File: config.mk
export PLATFORM = sky130hd
export DESIGN_NAME = uart_rx_os_flat
export DESIGN_NICKNAME = d
export VERILOG_FILES = /design/src/rtl/uart_pkg.sv /design/src/rtl/uart_rx_os_if.sv /design/src/rtl/sync_fifo.sv /design/src/rtl/uart_rx_os.sv /design/src/flat_wrapper.sv
export SDC_FILE = /design/constraint.sdc
export NUM_CORES = 1
export LEC_CHECK = 0
export CORE_AREA = 2 2 78 80
export DETAILED_ROUTE_END_ITERATION = 6
export DIE_AREA = 0 0 80 82
export PLACE_DENSITY = 0.69
export SLEW_MARGIN = 20
export SYNTH_ARGS = -nofsm -noshare
export SYNTH_HDL_FRONTEND = slang
export SYNTH_SLANG_ARGS = --single-unit
File: constraint.sdc
create_clock -name clk -period 3 [get_ports clk]
set_input_delay 0.75 -clock clk [delete_from_list [all_inputs] [get_ports clk]]
set_output_delay 0.75 -clock clk [all_outputs]
set_load 0.02 [all_outputs]
File: src/rtl/uart_pkg.sv
// Shared definitions for the UART receive path: default geometry and FSM state encoding.
package uart_pkg;

  localparam int OVERSAMPLE_DEF = 16;
  localparam int DATA_BITS_DEF  = 8;
  localparam int FIFO_DEPTH_DEF = 4;
  localparam int CNT_W_DEF      = $clog2(FIFO_DEPTH_DEF) + 1;

  typedef enum logic [2:0] {
    ST_IDLE      = 3'd0,
    ST_START     = 3'd1,
    ST_DATA      = 3'd2,
    ST_STOP      = 3'd3,
    ST_WAIT_IDLE = 3'd4
  } state_e;

endpackage

File: src/rtl/uart_rx_os_if.sv
// Serial input plus CPU-side read/error bundle of the oversampling UART receiver.
interface uart_rx_os_if
  import uart_pkg::*;
#(
  parameter int DATA_BITS = DATA_BITS_DEF,
  parameter int CNT_W     = CNT_W_DEF
);
  logic                 rx;
  logic                 rd_en;
  logic                 clr_err;
  logic [DATA_BITS-1:0] rd_data;
  logic                 rd_valid;
  logic [CNT_W-1:0]     fifo_count;
  logic                 frame_err;
  logic                 overrun;
  logic                 busy;

  modport master (
    output rx, rd_en, clr_err,
    input  rd_data, rd_valid, fifo_count, frame_err, overrun, busy
  );

  modport slave (
    input  rx, rd_en, clr_err,
    output rd_data, rd_valid, fifo_count, frame_err, overrun, busy
  );
endinterface

File: src/rtl/sync_fifo.sv
// First-word-fall-through circular FIFO; a pop frees a slot for a push in the same cycle.
module sync_fifo #(
  parameter int WIDTH = 8,
  parameter int DEPTH = 4,
  parameter int CNT_W = 3
) (
  input  logic             clk,
  input  logic             rst,
  input  logic             push,
  input  logic [WIDTH-1:0] wr_data,
  input  logic             pop,
  output logic [WIDTH-1:0] rd_data,
  output logic             full,
  output logic             empty,
  output logic [CNT_W-1:0] count
);
  localparam int AW = (DEPTH > 1) ? $clog2(DEPTH) : 1;
  localparam logic [CNT_W-1:0] PTR_ONE = CNT_W'(1);

  logic [WIDTH-1:0] mem_q [DEPTH];
  logic [WIDTH-1:0] mem_d [DEPTH];
  logic [CNT_W-1:0] wr_ptr_q, wr_ptr_d;
  logic [CNT_W-1:0] rd_ptr_q, rd_ptr_d;
  logic             pop_ok_s;
  logic             push_ok_s;

  // Pointers carry one extra wrap bit, so their difference is the occupancy.
  assign count   = wr_ptr_q - rd_ptr_q;
  assign full    = (count == CNT_W'(DEPTH));
  assign empty   = (count == {CNT_W{1'b0}});
  assign rd_data = mem_q[rd_ptr_q[AW-1:0]];

  assign pop_ok_s  = pop && !empty;
  assign push_ok_s = push && (!full || pop_ok_s);

  always_comb begin
    mem_d    = mem_q;
    wr_ptr_d = wr_ptr_q;
    rd_ptr_d = rd_ptr_q;
    if (push_ok_s) begin
      mem_d[wr_ptr_q[AW-1:0]] = wr_data;
      wr_ptr_d                = wr_ptr_q + PTR_ONE;
    end else begin
      wr_ptr_d = wr_ptr_q;
    end
    if (pop_ok_s) begin
      rd_ptr_d = rd_ptr_q + PTR_ONE;
    end else begin
      rd_ptr_d = rd_ptr_q;
    end
  end

  always_ff @(posedge clk or posedge rst) begin
    if (rst) begin
      for (int i = 0; i < DEPTH; i++) begin
        mem_q[i] <= {WIDTH{1'b0}};
      end
      wr_ptr_q <= {CNT_W{1'b0}};
      rd_ptr_q <= {CNT_W{1'b0}};
    end else begin
      mem_q    <= mem_d;
      wr_ptr_q <= wr_ptr_d;
      rd_ptr_q <= rd_ptr_d;
    end
  end
endmodule

File: src/rtl/uart_rx_os.sv
// 8N1 UART receiver on a 16x oversample clock: synchroniser, mid-bit sampling FSM,
// receive FIFO and sticky framing/overrun flags.
module uart_rx_os
  import uart_pkg::*;
#(
  parameter int OVERSAMPLE = OVERSAMPLE_DEF,
  parameter int DATA_BITS  = DATA_BITS_DEF,
  parameter int FIFO_DEPTH = FIFO_DEPTH_DEF,
  parameter int CNT_W      = CNT_W_DEF
) (
  input  logic    clk,
  input  logic    rst,
  uart_rx_os_if.slave bus
);
  localparam int TC_W = $clog2(OVERSAMPLE);
  localparam int BI_W = (DATA_BITS > 1) ? $clog2(DATA_BITS) : 1;
  localparam logic [TC_W-1:0] TC_ZERO = {TC_W{1'b0}};
  localparam logic [TC_W-1:0] TC_ONE  = TC_W'(1);
  localparam logic [TC_W-1:0] TC_HALF = TC_W'(OVERSAMPLE / 2 - 1);
  localparam logic [TC_W-1:0] TC_LAST = TC_W'(OVERSAMPLE - 1);
  localparam logic [BI_W-1:0] BI_ZERO = {BI_W{1'b0}};
  localparam logic [BI_W-1:0] BI_ONE  = BI_W'(1);
  localparam logic [BI_W-1:0] BI_LAST = BI_W'(DATA_BITS - 1);

  logic [1:0]           sync_q, sync_d;
  state_e               state_q, state_d;
  logic [TC_W-1:0]      tc_q, tc_d;
  logic [BI_W-1:0]      bi_q, bi_d;
  logic [DATA_BITS-1:0] shreg_q, shreg_d;
  logic                 frame_err_q, frame_err_d;
  logic                 overrun_q, overrun_d;

  logic rxs_s;
  logic push_s;
  logic fe_set_s;
  logic drop_s;
  logic busy_s;
  logic fifo_full_s;
  logic fifo_empty_s;

  assign sync_d = {sync_q[0], bus.rx};
  assign rxs_s  = sync_q[1];

  always_ff @(posedge clk or posedge rst) begin
    if (rst) begin
      sync_q      <= 2'b11;
      state_q     <= ST_IDLE;
      tc_q        <= TC_ZERO;
      bi_q        <= BI_ZERO;
      shreg_q     <= {DATA_BITS{1'b0}};
      frame_err_q <= 1'b0;
      overrun_q   <= 1'b0;
    end else begin
      sync_q      <= sync_d;
      state_q     <= state_d;
      tc_q        <= tc_d;
      bi_q        <= bi_d;
      shreg_q     <= shreg_d;
      frame_err_q <= frame_err_d;
      overrun_q   <= overrun_d;
    end
  end

  always_comb begin
    state_d = state_q;
    tc_d    = tc_q;
    bi_d    = bi_q;
    shreg_d = shreg_q;
    case (state_q)
      ST_IDLE: begin
        tc_d = TC_ZERO;
        if (!rxs_s) begin
          state_d = ST_START;
        end else begin
          state_d = ST_IDLE;
        end
      end
      // Half a bit into the start bit: a line that is high again was only a glitch.
      ST_START: begin
        if (tc_q == TC_HALF) begin
          tc_d = TC_ZERO;
          bi_d = BI_ZERO;
          if (!rxs_s) begin
            state_d = ST_DATA;
          end else begin
            state_d = ST_IDLE;
          end
        end else begin
          tc_d = tc_q + TC_ONE;
        end
      end
      ST_DATA: begin
        if (tc_q == TC_LAST) begin
          tc_d          = TC_ZERO;
          shreg_d[bi_q] = rxs_s;
          bi_d          = bi_q + BI_ONE;
          if (bi_q == BI_LAST) begin
            state_d = ST_STOP;
          end else begin
            state_d = ST_DATA;
          end
        end else begin
          tc_d = tc_q + TC_ONE;
        end
      end
      ST_STOP: begin
        if (tc_q == TC_LAST) begin
          tc_d = TC_ZERO;
          if (rxs_s) begin
            state_d = ST_IDLE;
          end else begin
            state_d = ST_WAIT_IDLE;
          end
        end else begin
          tc_d = tc_q + TC_ONE;
        end
      end
      ST_WAIT_IDLE: begin
        tc_d = TC_ZERO;
        if (rxs_s) begin
          state_d = ST_IDLE;
        end else begin
          state_d = ST_WAIT_IDLE;
        end
      end
      default: begin
        state_d = ST_IDLE;
        tc_d    = TC_ZERO;
        bi_d    = BI_ZERO;
      end
    endcase
  end

  always_comb begin
    push_s   = 1'b0;
    fe_set_s = 1'b0;
    if ((state_q == ST_STOP) && (tc_q == TC_LAST)) begin
      push_s   = rxs_s;
      fe_set_s = !rxs_s;
    end else begin
      push_s   = 1'b0;
      fe_set_s = 1'b0;
    end
    busy_s = (state_q != ST_IDLE);
  end

  // A full FIFO only drops the byte if no pop frees a slot in the same cycle.
  assign drop_s = push_s && fifo_full_s && !bus.rd_en;

  always_comb begin
    frame_err_d = frame_err_q;
    overrun_d   = overrun_q;
    if (fe_set_s) begin
      frame_err_d = 1'b1;
    end else if (bus.clr_err) begin
      frame_err_d = 1'b0;
    end else begin
      frame_err_d = frame_err_q;
    end
    if (drop_s) begin
      overrun_d = 1'b1;
    end else if (bus.clr_err) begin
      overrun_d = 1'b0;
    end else begin
      overrun_d = overrun_q;
    end
  end

  sync_fifo #(
    .WIDTH (DATA_BITS),
    .DEPTH (FIFO_DEPTH),
    .CNT_W (CNT_W)
  ) u_fifo (
    .clk     (clk),
    .rst     (rst),
    .push    (push_s),
    .wr_data (shreg_q),
    .pop     (bus.rd_en),
    .rd_data (bus.rd_data),
    .full    (fifo_full_s),
    .empty   (fifo_empty_s),
    .count   (bus.fifo_count)
  );

  assign bus.rd_valid  = !fifo_empty_s;
  assign bus.frame_err = frame_err_q;
  assign bus.overrun   = overrun_q;
  assign bus.busy      = busy_s;
endmodule

File: src/flat_wrapper.sv
// flat-port wrapper written by rule: the top's interface ports become plain ports
module uart_rx_os_flat import uart_pkg::*;
#(
  parameter int OVERSAMPLE = OVERSAMPLE_DEF,
  parameter int DATA_BITS  = DATA_BITS_DEF,
  parameter int FIFO_DEPTH = FIFO_DEPTH_DEF,
  parameter int CNT_W      = CNT_W_DEF
)
  (clk, rst, bus_rx, bus_rd_en, bus_clr_err, bus_rd_data, bus_rd_valid, bus_fifo_count, bus_frame_err, bus_overrun, bus_busy);
  uart_rx_os_if #(.DATA_BITS(DATA_BITS), .CNT_W(CNT_W)) bus_i ();
  input  logic clk;
  input  logic rst;
  input wire logic [$bits(bus_i.rx)-1:0] bus_rx;
  input wire logic [$bits(bus_i.rd_en)-1:0] bus_rd_en;
  input wire logic [$bits(bus_i.clr_err)-1:0] bus_clr_err;
  output wire logic [$bits(bus_i.rd_data)-1:0] bus_rd_data;
  output wire logic [$bits(bus_i.rd_valid)-1:0] bus_rd_valid;
  output wire logic [$bits(bus_i.fifo_count)-1:0] bus_fifo_count;
  output wire logic [$bits(bus_i.frame_err)-1:0] bus_frame_err;
  output wire logic [$bits(bus_i.overrun)-1:0] bus_overrun;
  output wire logic [$bits(bus_i.busy)-1:0] bus_busy;
  assign bus_i.rx = bus_rx;
  assign bus_i.rd_en = bus_rd_en;
  assign bus_i.clr_err = bus_clr_err;
  assign bus_rd_data = bus_i.rd_data;
  assign bus_rd_valid = bus_i.rd_valid;
  assign bus_fifo_count = bus_i.fifo_count;
  assign bus_frame_err = bus_i.frame_err;
  assign bus_overrun = bus_i.overrun;
  assign bus_busy = bus_i.busy;
  uart_rx_os #(.OVERSAMPLE(OVERSAMPLE), .DATA_BITS(DATA_BITS), .FIFO_DEPTH(FIFO_DEPTH), .CNT_W(CNT_W)) u_core (.clk(clk), .rst(rst), .bus(bus_i));
endmodule
==> insert_results.sql, run 1 <==
INSERT INTO impl_metrics (metric_group, metric, value, unit) VALUES
('placement', 'port_buffers', '19', ''),
('grt', 'top_usage_layer', 'met2', ''),
('critical_path', 'crit_path_max_delay_family', 'adder cells', ''),
('yosys', 'synth.net_count', '225', ''),
('yosys', 'ys_async_rst_share', '1.00', ''),
('timing', 'max_clock_freq', '0.351', 'GHz'),
('layout', 'multiInputGateArea', '1260', 'um2'),
('critical_path', 'timing.critical_path.required', '2.25', 'ns'),
('yosys', 'yosysSeqAreaShare', '0.532', ''),
('cts', 'clock_sinks', '60', ''),
('timing', 'hold_violations', '0', ''),
('grt', 'grt_overflow_total', '0', ''),
('layout', 'fin_nets', '252', ''),
('routing', 'drt-pass1-iter-count', '4', ''),
('critical_path', 'crit_buf_inv', '2', ''),
('floorplan', 'pin_count', '20', ''),
('cts', 'cts_made_buffers', '9', ''),
('floorplan', 'starting_density', '0.492', ''),
('layout', 'drive_above_1_share', '0.324', ''),
('layout', 'area_growth', '18.2', '%'),
('routing', 'routed-via-count', '1716', ''),
('cts', 'clk-insertion-delay-late', '0.33', 'ns'),
('floorplan', 'die_area', '6560', 'um2'),
('placement', 'gp_congestion', '0.776', ''),
('timing', 'pin_slew_with_the_least_headroom_to_its_limit', '0.498', 'ns'),
('critical_path', 'critical_path.slowest_cell', 'sky130_fd_sc_hd__fa_1', ''),
('critical_path', 'crit_path_max_fanout', '4', ''),
('routing', 'detail_route.drc_violations', '0', ''),
('cts', 'clock_tree.buffer_depth', '2', ''),
('layout', 'final-seq-area', '1500', 'um2'),
('grt', 'grt_max_degree', '61', ''),
('cts', 'worst_setup_hold_path_clk_slew', '0.07', 'ns'),
('run', 'drv.max_cap_violation_count', '0', ''),
('timing', 'slew_headroom', '0.665', ''),
('timing', 'slew_viol_final', '0', ''),
('run_status', 'outcome', 'finished clean', ''),
('yosys', 'postSynthCellCount', '209', ''),
('timing', 'grt_setup_unrepaired', 'false', ''),
('critical_path', 'maximum_cell_stage_delay_along_the_critical_path', '0.46', 'ns'),
('yosys', 'ys_top_cells_by_count', 'sky130_fd_sc_hd__dfrtp_1, sky130_fd_sc_hd__mux2_2, sky130_fd_sc_hd__ha_1, sky130_fd_sc_hd__nand2_1', ''),
('cts', 'number_of_hold_repair_buffers_added_at_the_cts_stage', '0', ''),
('power', 'pwr_density_cell', '776', 'nW/um2'),
('grt', 'antenna_violations_before_repair', '0', ''),
('cts', 'cts_tree', 'done', ''),
('routing', 'drtAntennaViolNets', '0', ''),
('cts', 'ctsRootBufferMaster', 'sky130_fd_sc_hd__clkbuf_8', ''),
('timing', 'final_period_minus_worst_setup_slack', '2.85', 'ns'),
('routing', 'drtIter0Drc', '76', ''),
('power', 'total_power', '2.59', 'mW'),
('grt', 'track_usage', '0.174', ''),
('timing', 'totalNegativeSetupSlack', '0', 'ns'),
('yosys', 'proportion_of_netlist_area_held_by_the_largest_area_contributor', '0.514', ''),
('timing', 'layout_setup_ws', '0.148', 'ns'),
('critical_path', 'cells_along_the_critical_path', 'inv_1 > ha_1 > fa_1 > xor3_1 > dlygate4sd2_1', ''),
('power', 'vdd.ir_drop.worst', '0.000479', 'V'),
('placement', 'postPlaceCellArea', '3130', 'um2'),
('yosys', 'yosys.cell_count.top_type', 'sky130_fd_sc_hd__dfrtp_1', ''),
('grt', 'global_routing_met3_resource_utilization', '0.0363', ''),
('layout', 'nFillCells', '472', ''),
('yosys', 'synth.top_cells.by_area', 'sky130_fd_sc_hd__dfrtp_1, sky130_fd_sc_hd__mux2_2, sky130_fd_sc_hd__mux4_2', ''),
('hold_path', 'min_path_type', 'flip-flop to flip-flop', ''),
('critical_path', 'path_class', 'flip-flop to primary output', ''),
('timing', 'post-route-period-util', '0.951', ''),
('yosys', 'most_used_flip_flop_cell_after_synthesis', 'sky130_fd_sc_hd__dfrtp_1', ''),
('critical_path', 'arrival', '2.10', 'ns'),
('grt', 'grt_util_met1', '0.231', ''),
('grt', 'global_route_wire_length_before_repair', '8.60', 'mm'),
('yosys', 'postSynthRegisterBits', '60', ''),
('critical_path', 'cp_endpoint_kind', 'primary output', ''),
('grt', 'first_global_vias', '1765', ''),
('placement', 'dp_slack', '0.100', 'ns');
==> final timing paths <==
| check | slack (ns) | startpoint | cells after the start | endpoint |
|---|---|---|---|---|
| max reg2reg | 0.25 | u_core.u_fifo.wr_ptr_q[0] | 8 | u_core.u_fifo.mem_q[2] |
| max | 0.15 | u_core.u_fifo.wr_ptr_q[0] | 5 | bus_fifo_count[2] |
| min in group asynchronous | 0.79 | rst | 3 | u_core.bus.overrun |
| max in group asynchronous | 1.89 | rst | 3 | u_core.sync_q[0] |
| min | 0.36 | u_core.sync_q[0] | 0 | u_core.sync_q[1] |
| min reg2reg | 0.36 | u_core.sync_q[0] | 0 | u_core.sync_q[1] |
==> layout make-up <==
cell class / instances / share of cell area
flip-flops and latches: 60 / 0.451
clock inverters: 5 / 0.0225
well taps: 75 / 0.0281
repair buffers: 23 / 0.0686
inverters: 8 / 0.00900
clock buffers: 11 / 0.0424
multi-input cells: 134 / 0.379
==> flip-flops by register name, indices dropped and copies added (netlist names) <==
name and cells:
u_core.u_fifo.mem_q 32, u_core.shreg_q 8, u_core.tc_q 4, u_core.bi_q 3
u_core.state_q 3, u_core.u_fifo.rd_ptr_q 3, u_core.u_fifo.wr_ptr_q 3, u_core.sync_q 2
u_core.bus.frame_err 1, u_core.bus.overrun 1
==> worst reg2reg max path, stage by stage, from the launching register on <==
cell	delay (ns)
sky130_fd_sc_hd__dfrtp_1	0.37
sky130_fd_sc_hd__inv_1	0.11
sky130_fd_sc_hd__ha_1	0.23
sky130_fd_sc_hd__fa_1	0.46
sky130_fd_sc_hd__xor3_1	0.23
sky130_fd_sc_hd__buf_4	0.16
sky130_fd_sc_hd__a211oi_4	0.43
sky130_fd_sc_hd__nand2_2	0.29
sky130_fd_sc_hd__mux2_2	0.35
==> cell usage in the layout, fill, tap and decap left out, types with 2 or more instances in the layout <==
cell,instances
sky130_fd_sc_hd__clkdlybuf4s50_1,16
sky130_fd_sc_hd__ha_1,10
sky130_fd_sc_hd__bufinv_16,2
sky130_fd_sc_hd__xor2_1,2
sky130_fd_sc_hd__dfstp_2,2
sky130_fd_sc_hd__nand3_1,4
sky130_fd_sc_hd__dfrtp_1,58
sky130_fd_sc_hd__clkbuf_8,10
sky130_fd_sc_hd__mux4_2,8
sky130_fd_sc_hd__nor3b_1,4
sky130_fd_sc_hd__nor2_1,8
sky130_fd_sc_hd__nand2_2,4
sky130_fd_sc_hd__mux2_2,42
sky130_fd_sc_hd__inv_1,7
sky130_fd_sc_hd__nor3_1,6
sky130_fd_sc_hd__xnor2_1,4
sky130_fd_sc_hd__a21oi_1,3
sky130_fd_sc_hd__nand2_1,9
sky130_fd_sc_hd__buf_4,3
sky130_fd_sc_hd__a32o_1,3
sky130_fd_sc_hd__nand2b_1,3
sky130_fd_sc_hd__o21ai_0,6
sky130_fd_sc_hd__nand4_1,5
sky130_fd_sc_hd__clkinv_2,3
==> metal layers <==
layer,vias up,routed length [um]
met5,-,0
met4,0,79
met3,7,107
met2,23,2430
met1,866,2410
li1,820,-
==> kinds of logic (layout without fill, tap and decap cells) <==
logic type / Yosys count / in the layout / synth area share
AO/OA/AOI/OAI: 16 / 16 / 0.0421
XOR/XNOR: 7 / 7 / 0.0270
adder cells (fa/ha/maj): 11 / 11 / 0.0514
buffers and inverters: 15 / 47 / 0.0199
flip-flops: 60 / 60 / 0.532
multiplexers: 50 / 50 / 0.231
AND/OR/NAND/NOR: 50 / 50 / 0.0961
==> per-stage QoR <==
step                       util  hold WS (ns)  instances
after floorplan               -         0.345        209
after global placement    0.544         0.347        300
after detailed placement  0.544         0.353        300
after CTS                 0.581         0.364        316
after global routing      0.581         0.364        316
final                     0.581         0.359        316
==> repair_timing <==
item,in CTS,in global routing
gates resized for setup,2,3
setup endpoints to repair,2,2
buffers inserted,0,0
==> power by group <==
group / switching (mW) / internal [mW] / total [mW]
combinational: 0.419 / 0.376 / 0.795
sequential: 0.107 / 0.895 / 1.00
clock: 0.307 / 0.487 / 0.793
Power figures use the tool's default switching activity.
==> run 2, diff against run 1 <==
- GPL_TIMING_DRIVEN: not set -> 0
- clock period: 3 -> 3.56 ns (I/O delays scaled with it)
==> run 2 against run 1 <==
Against the previous run:
- design area fell by 0.30%
- core utilization fell by 0.17 points
- critical path type unchanged
- die area did not move
- sequential cell count did not move
- worst hold slack got worse by 0.0022 ns
- first-iteration DRC count rose by 21%
- via count fell by 0.23%
- global-route usage fell by 0.58 points
- sequential share of layout area rose by 0.14 points
- routed wire length fell by 3.3%
- clock-buffer cell count rose by 3
- clock skew fell by 0.0016 ns
==> insert_results.sql, run 2 (synthesis results as in run 1) <==
INSERT INTO impl_metrics (metric_group, metric, value, unit) VALUES
('timing', 'slew_headroom', '0.497', ''),
('floorplan', 'die_h', '82', 'um'),
('critical_path', 'setup_slack_of_the_most_critical_reg_to_reg_path', '0.86', 'ns'),
('floorplan', 'core_area', '5750', 'um2'),
('run_status', 'outcome', 'finished clean', ''),
('timing', 'max_clock_freq', '0.292', 'GHz'),
('cts', 'clock_sinks', '60', ''),
('cts', 'cts_made_buffers', '9', ''),
('hold_path', 'hold-path-cell-count', '0', ''),
('layout', 'most_frequent_cells_in_the_layout', 'sky130_fd_sc_hd__dfrtp_1, sky130_fd_sc_hd__mux2_2, sky130_fd_sc_hd__clkdlybuf4s50_1, sky130_fd_sc_hd__clkbuf_1', ''),
('power', 'cell_internal_pwr', '1.42', 'mW'),
('critical_path', 'critical_path.slowest_cell', 'sky130_fd_sc_hd__clkdlybuf4s50_1', ''),
('placement', 'gp_congestion', '0.774', ''),
('cts', 'htree_num_levels', '3', ''),
('routing', 'drt-pass1-iter-count', '4', ''),
('timing', 'grt_setup_unrepaired', 'false', ''),
('power', 'vdd.ir_drop.worst', '0.000517', 'V'),
('critical_path', 'cells_along_the_critical_path', 'inv_1 > ha_1 > fa_1 > xor3_2 > nand2b_1 > clkdlybuf4s50_1', ''),
('cts', 'cts_tree', 'done', ''),
('hold_path', 'hold-path-endpoint', 'u_core.sync_q[1]', ''),
('cts', 'number_of_hold_repair_buffers_added_at_the_cts_stage', '0', ''),
('timing', 'final_period_minus_worst_setup_slack', '3.43', 'ns'),
('layout', 'largest_register_ff_count', '32', ''),
('timing', 'slew_viol_final', '0', ''),
('power', 'total_power', '2.11', 'mW'),
('grt', 'track_usage', '0.169', ''),
('cts', 'ctsRootBufferMaster', 'sky130_fd_sc_hd__clkbuf_8', ''),
('routing', 'routed_wirelength', '4.86', 'mm'),
('floorplan', 'fp-row-count', '28', ''),
('layout', 'antenna_cells', '0', ''),
('run', 'drv.max_cap_violation_count', '0', ''),
('power', 'power.switching', '0.688', 'mW'),
('grt', 'antenna_violations_before_repair', '0', ''),
('routing', 'detail_route.drc_violations', '0', ''),
('layout', 'fin_nets', '256', ''),
('critical_path', 'cp_endpoint_kind', 'primary output', ''),
('routing', 'drtIter0Drc', '92', ''),
('critical_path', 'crit_buf_inv', '2', ''),
('critical_path', 'maximum_cell_stage_delay_along_the_critical_path', '0.60', 'ns'),
('placement', 'port_buffers', '19', ''),
('layout', 'area_growth', '17.8', '%'),
('grt', 'grt_max_degree', '58', ''),
('critical_path', 'path_class', 'flip-flop to primary output', ''),
('timing', 'pin_slew_with_the_least_headroom_to_its_limit', '0.755', 'ns'),
('layout', 'commonest_non_fill_non_tap_cell_in_the_layout', 'sky130_fd_sc_hd__dfrtp_1', ''),
('critical_path', 'timing.critical_path.from_type', 'flip-flop', ''),
('routing', 'vias_cell', '5.35', ''),
('critical_path', 'timing.reg2reg.worst_path_depth', '7', ''),
('hold_path', 'min-delay-start', 'u_core.sync_q[0]', ''),
('timing', 'finalSetupViolations', '0', ''),
('layout', 'drive_above_1_share', '0.294', ''),
('power', 'power_frac_comb', '0.331', ''),
('timing', 'post-route-period-util', '0.963', ''),
('critical_path', 'timing.critical_path.required', '2.67', 'ns'),
('cts', 'clock_tree.buffer_depth', '2', ''),
('timing', 'hold_violations', '0', ''),
('critical_path', 'reg2reg_from', 'u_core.u_fifo.rd_ptr_q[1]', ''),
('floorplan', 'die_area', '6560', 'um2'),
('timing', 'worst_hold_slack', '0.357', 'ns'),
('floorplan', 'pin_count', '20', ''),
('floorplan', 'fp.dieW', '80', 'um'),
('critical_path', 'crit_path_max_delay_family', 'buffers and inverters', ''),
('routing', 'routed-via-count', '1712', ''),
('layout', 'largest_register', 'u_core.u_fifo.mem_q', ''),
('power', 'leakagePower', '1.54', 'nW'),
('timing', 'totalNegativeSetupSlack', '0', 'ns'),
('cts', 'worst_setup_hold_path_clk_slew', '0.06', 'ns'),
('layout', 'reg_top3', 'u_core.u_fifo.mem_q: 32 flops, u_core.shreg_q: 8 flops, u_core.tc_q: 4 flops', ''),
('cts', 'clk-insertion-delay-late', '0.32', 'ns'),
('floorplan', 'starting_density', '0.492', ''),
('critical_path', 'crit_path_max_fanout', '4', ''),
('timing', 'worst_clock_skew', '0.00783', 'ns'),
('hold_path', 'min_path_type', 'flip-flop to flip-flop', ''),
('grt', 'grt_overflow_total', '0', ''),
('power', 'power_frac_seq', '0.388', ''),
('grt', 'global_route_wire_length_before_repair', '8.27', 'mm'),
('routing', 'avgRoutedWirePerCell', '15.2', 'um'),
('routing', 'drtAntennaViolNets', '0', ''),
('power', 'power.clock.fraction', '0.282', ''),
('grt', 'first_global_vias', '1652', ''),
('power', 'pwr_density_cell', '632', 'nW/um2'),
('critical_path', 'arrival', '2.54', 'ns'),
('power', 'swShare', '0.327', ''),
('critical_path', 'r2r_end', 'u_core.u_fifo.mem_q[5]', ''),
('placement', 'dpl.hpwl', '3.39', 'mm');
==> run 2: changes by cell type in the layout (fill, tap and decap cells not counted), moves of 2 or more <==
cell	before	now
sky130_fd_sc_hd__clkinv_2	3	1
sky130_fd_sc_hd__clkdlybuf4s50_1	16	19
sky130_fd_sc_hd__clkbuf_1	1	11
sky130_fd_sc_hd__buf_4	3	0
==> run 2: layer usage <==
metal  share of wire  vias to the layer above  track usage  wire (um)
li1                -                      821            -          -
met1            0.50                      858        0.237       2440
met2            0.45                       26        0.250       2210
met3           0.030                        7       0.0396        146
met4           0.014                        0       0.0763         66
met5               0                        -            0          0
==> run 2: layout make-up <==
type,instances,area [um2]
timing repair buffer,20,218
inverter,8,32.5
buffer,7,26.3
multi-input combinational,134,1270
clock buffer,14,153
fill,485,2420
clock inverter,2,35.0
tap,75,93.8
sequential,60,1500
==> run 2: what timing repair did <==
action	in CTS	in global routing
gates resized for setup	0	1
endpoints found under the setup margin	0	1
buffers inserted	0	0
==> run 2: worst reg2reg max path: stages (launching register included) <==
cell,delay [ns]
sky130_fd_sc_hd__dfrtp_1,0.39
sky130_fd_sc_hd__clkbuf_1,0.50
sky130_fd_sc_hd__inv_1,0.10
sky130_fd_sc_hd__ha_1,0.30
sky130_fd_sc_hd__and3b_1,0.22
sky130_fd_sc_hd__a211oi_4,0.45
sky130_fd_sc_hd__nand2_2,0.29
sky130_fd_sc_hd__mux2_2,0.34
==> run 2: power by group through the flow <==
stage / clock [mW] / combinational, mW / sequential [mW]
CTS: 0.608 / 0.707 / 0.816
global route: 0.644 / 0.769 / 0.827
finish: 0.593 / 0.696 / 0.816
detailed placement: 0 / 0.706 / 0.828
global placement: 0 / 0.691 / 0.826
floorplan: 0 / 0.500 / 0.814
==> run 2: worst max path at each step <==
stage / endpoint / depth (start not counted) / slack (ns) / from
4_1_cts: bus_rd_valid / 6 / 0.04 / u_core.u_fifo.wr_ptr_q[0]
3_3_place_gp: u_core.u_fifo.mem_q[17] / 2 / 0.08 / rst
6_report: bus_rd_valid / 6 / 0.13 / u_core.u_fifo.wr_ptr_q[0]
5_1_grt: bus_rd_valid / 6 / 0.02 / u_core.u_fifo.wr_ptr_q[0]
2_1_floorplan: bus_rd_valid / 5 / 0.85 / u_core.u_fifo.wr_ptr_q[0]
3_5_place_dp: bus_rd_valid / 6 / 0.40 / u_core.u_fifo.wr_ptr_q[0]
==> run 2: through the flow <==
step           worst slack, ns  instance area, um2  cells   util
2_1_floorplan            0.854                2830    209      -
3_3_place_gp            0.0813                3110    303  0.541
3_5_place_dp             0.396                3140    304  0.546
4_1_cts                 0.0426                3330    320  0.579
5_1_grt                 0.0213                3330    320  0.579
6_report                 0.131                3330    320  0.579
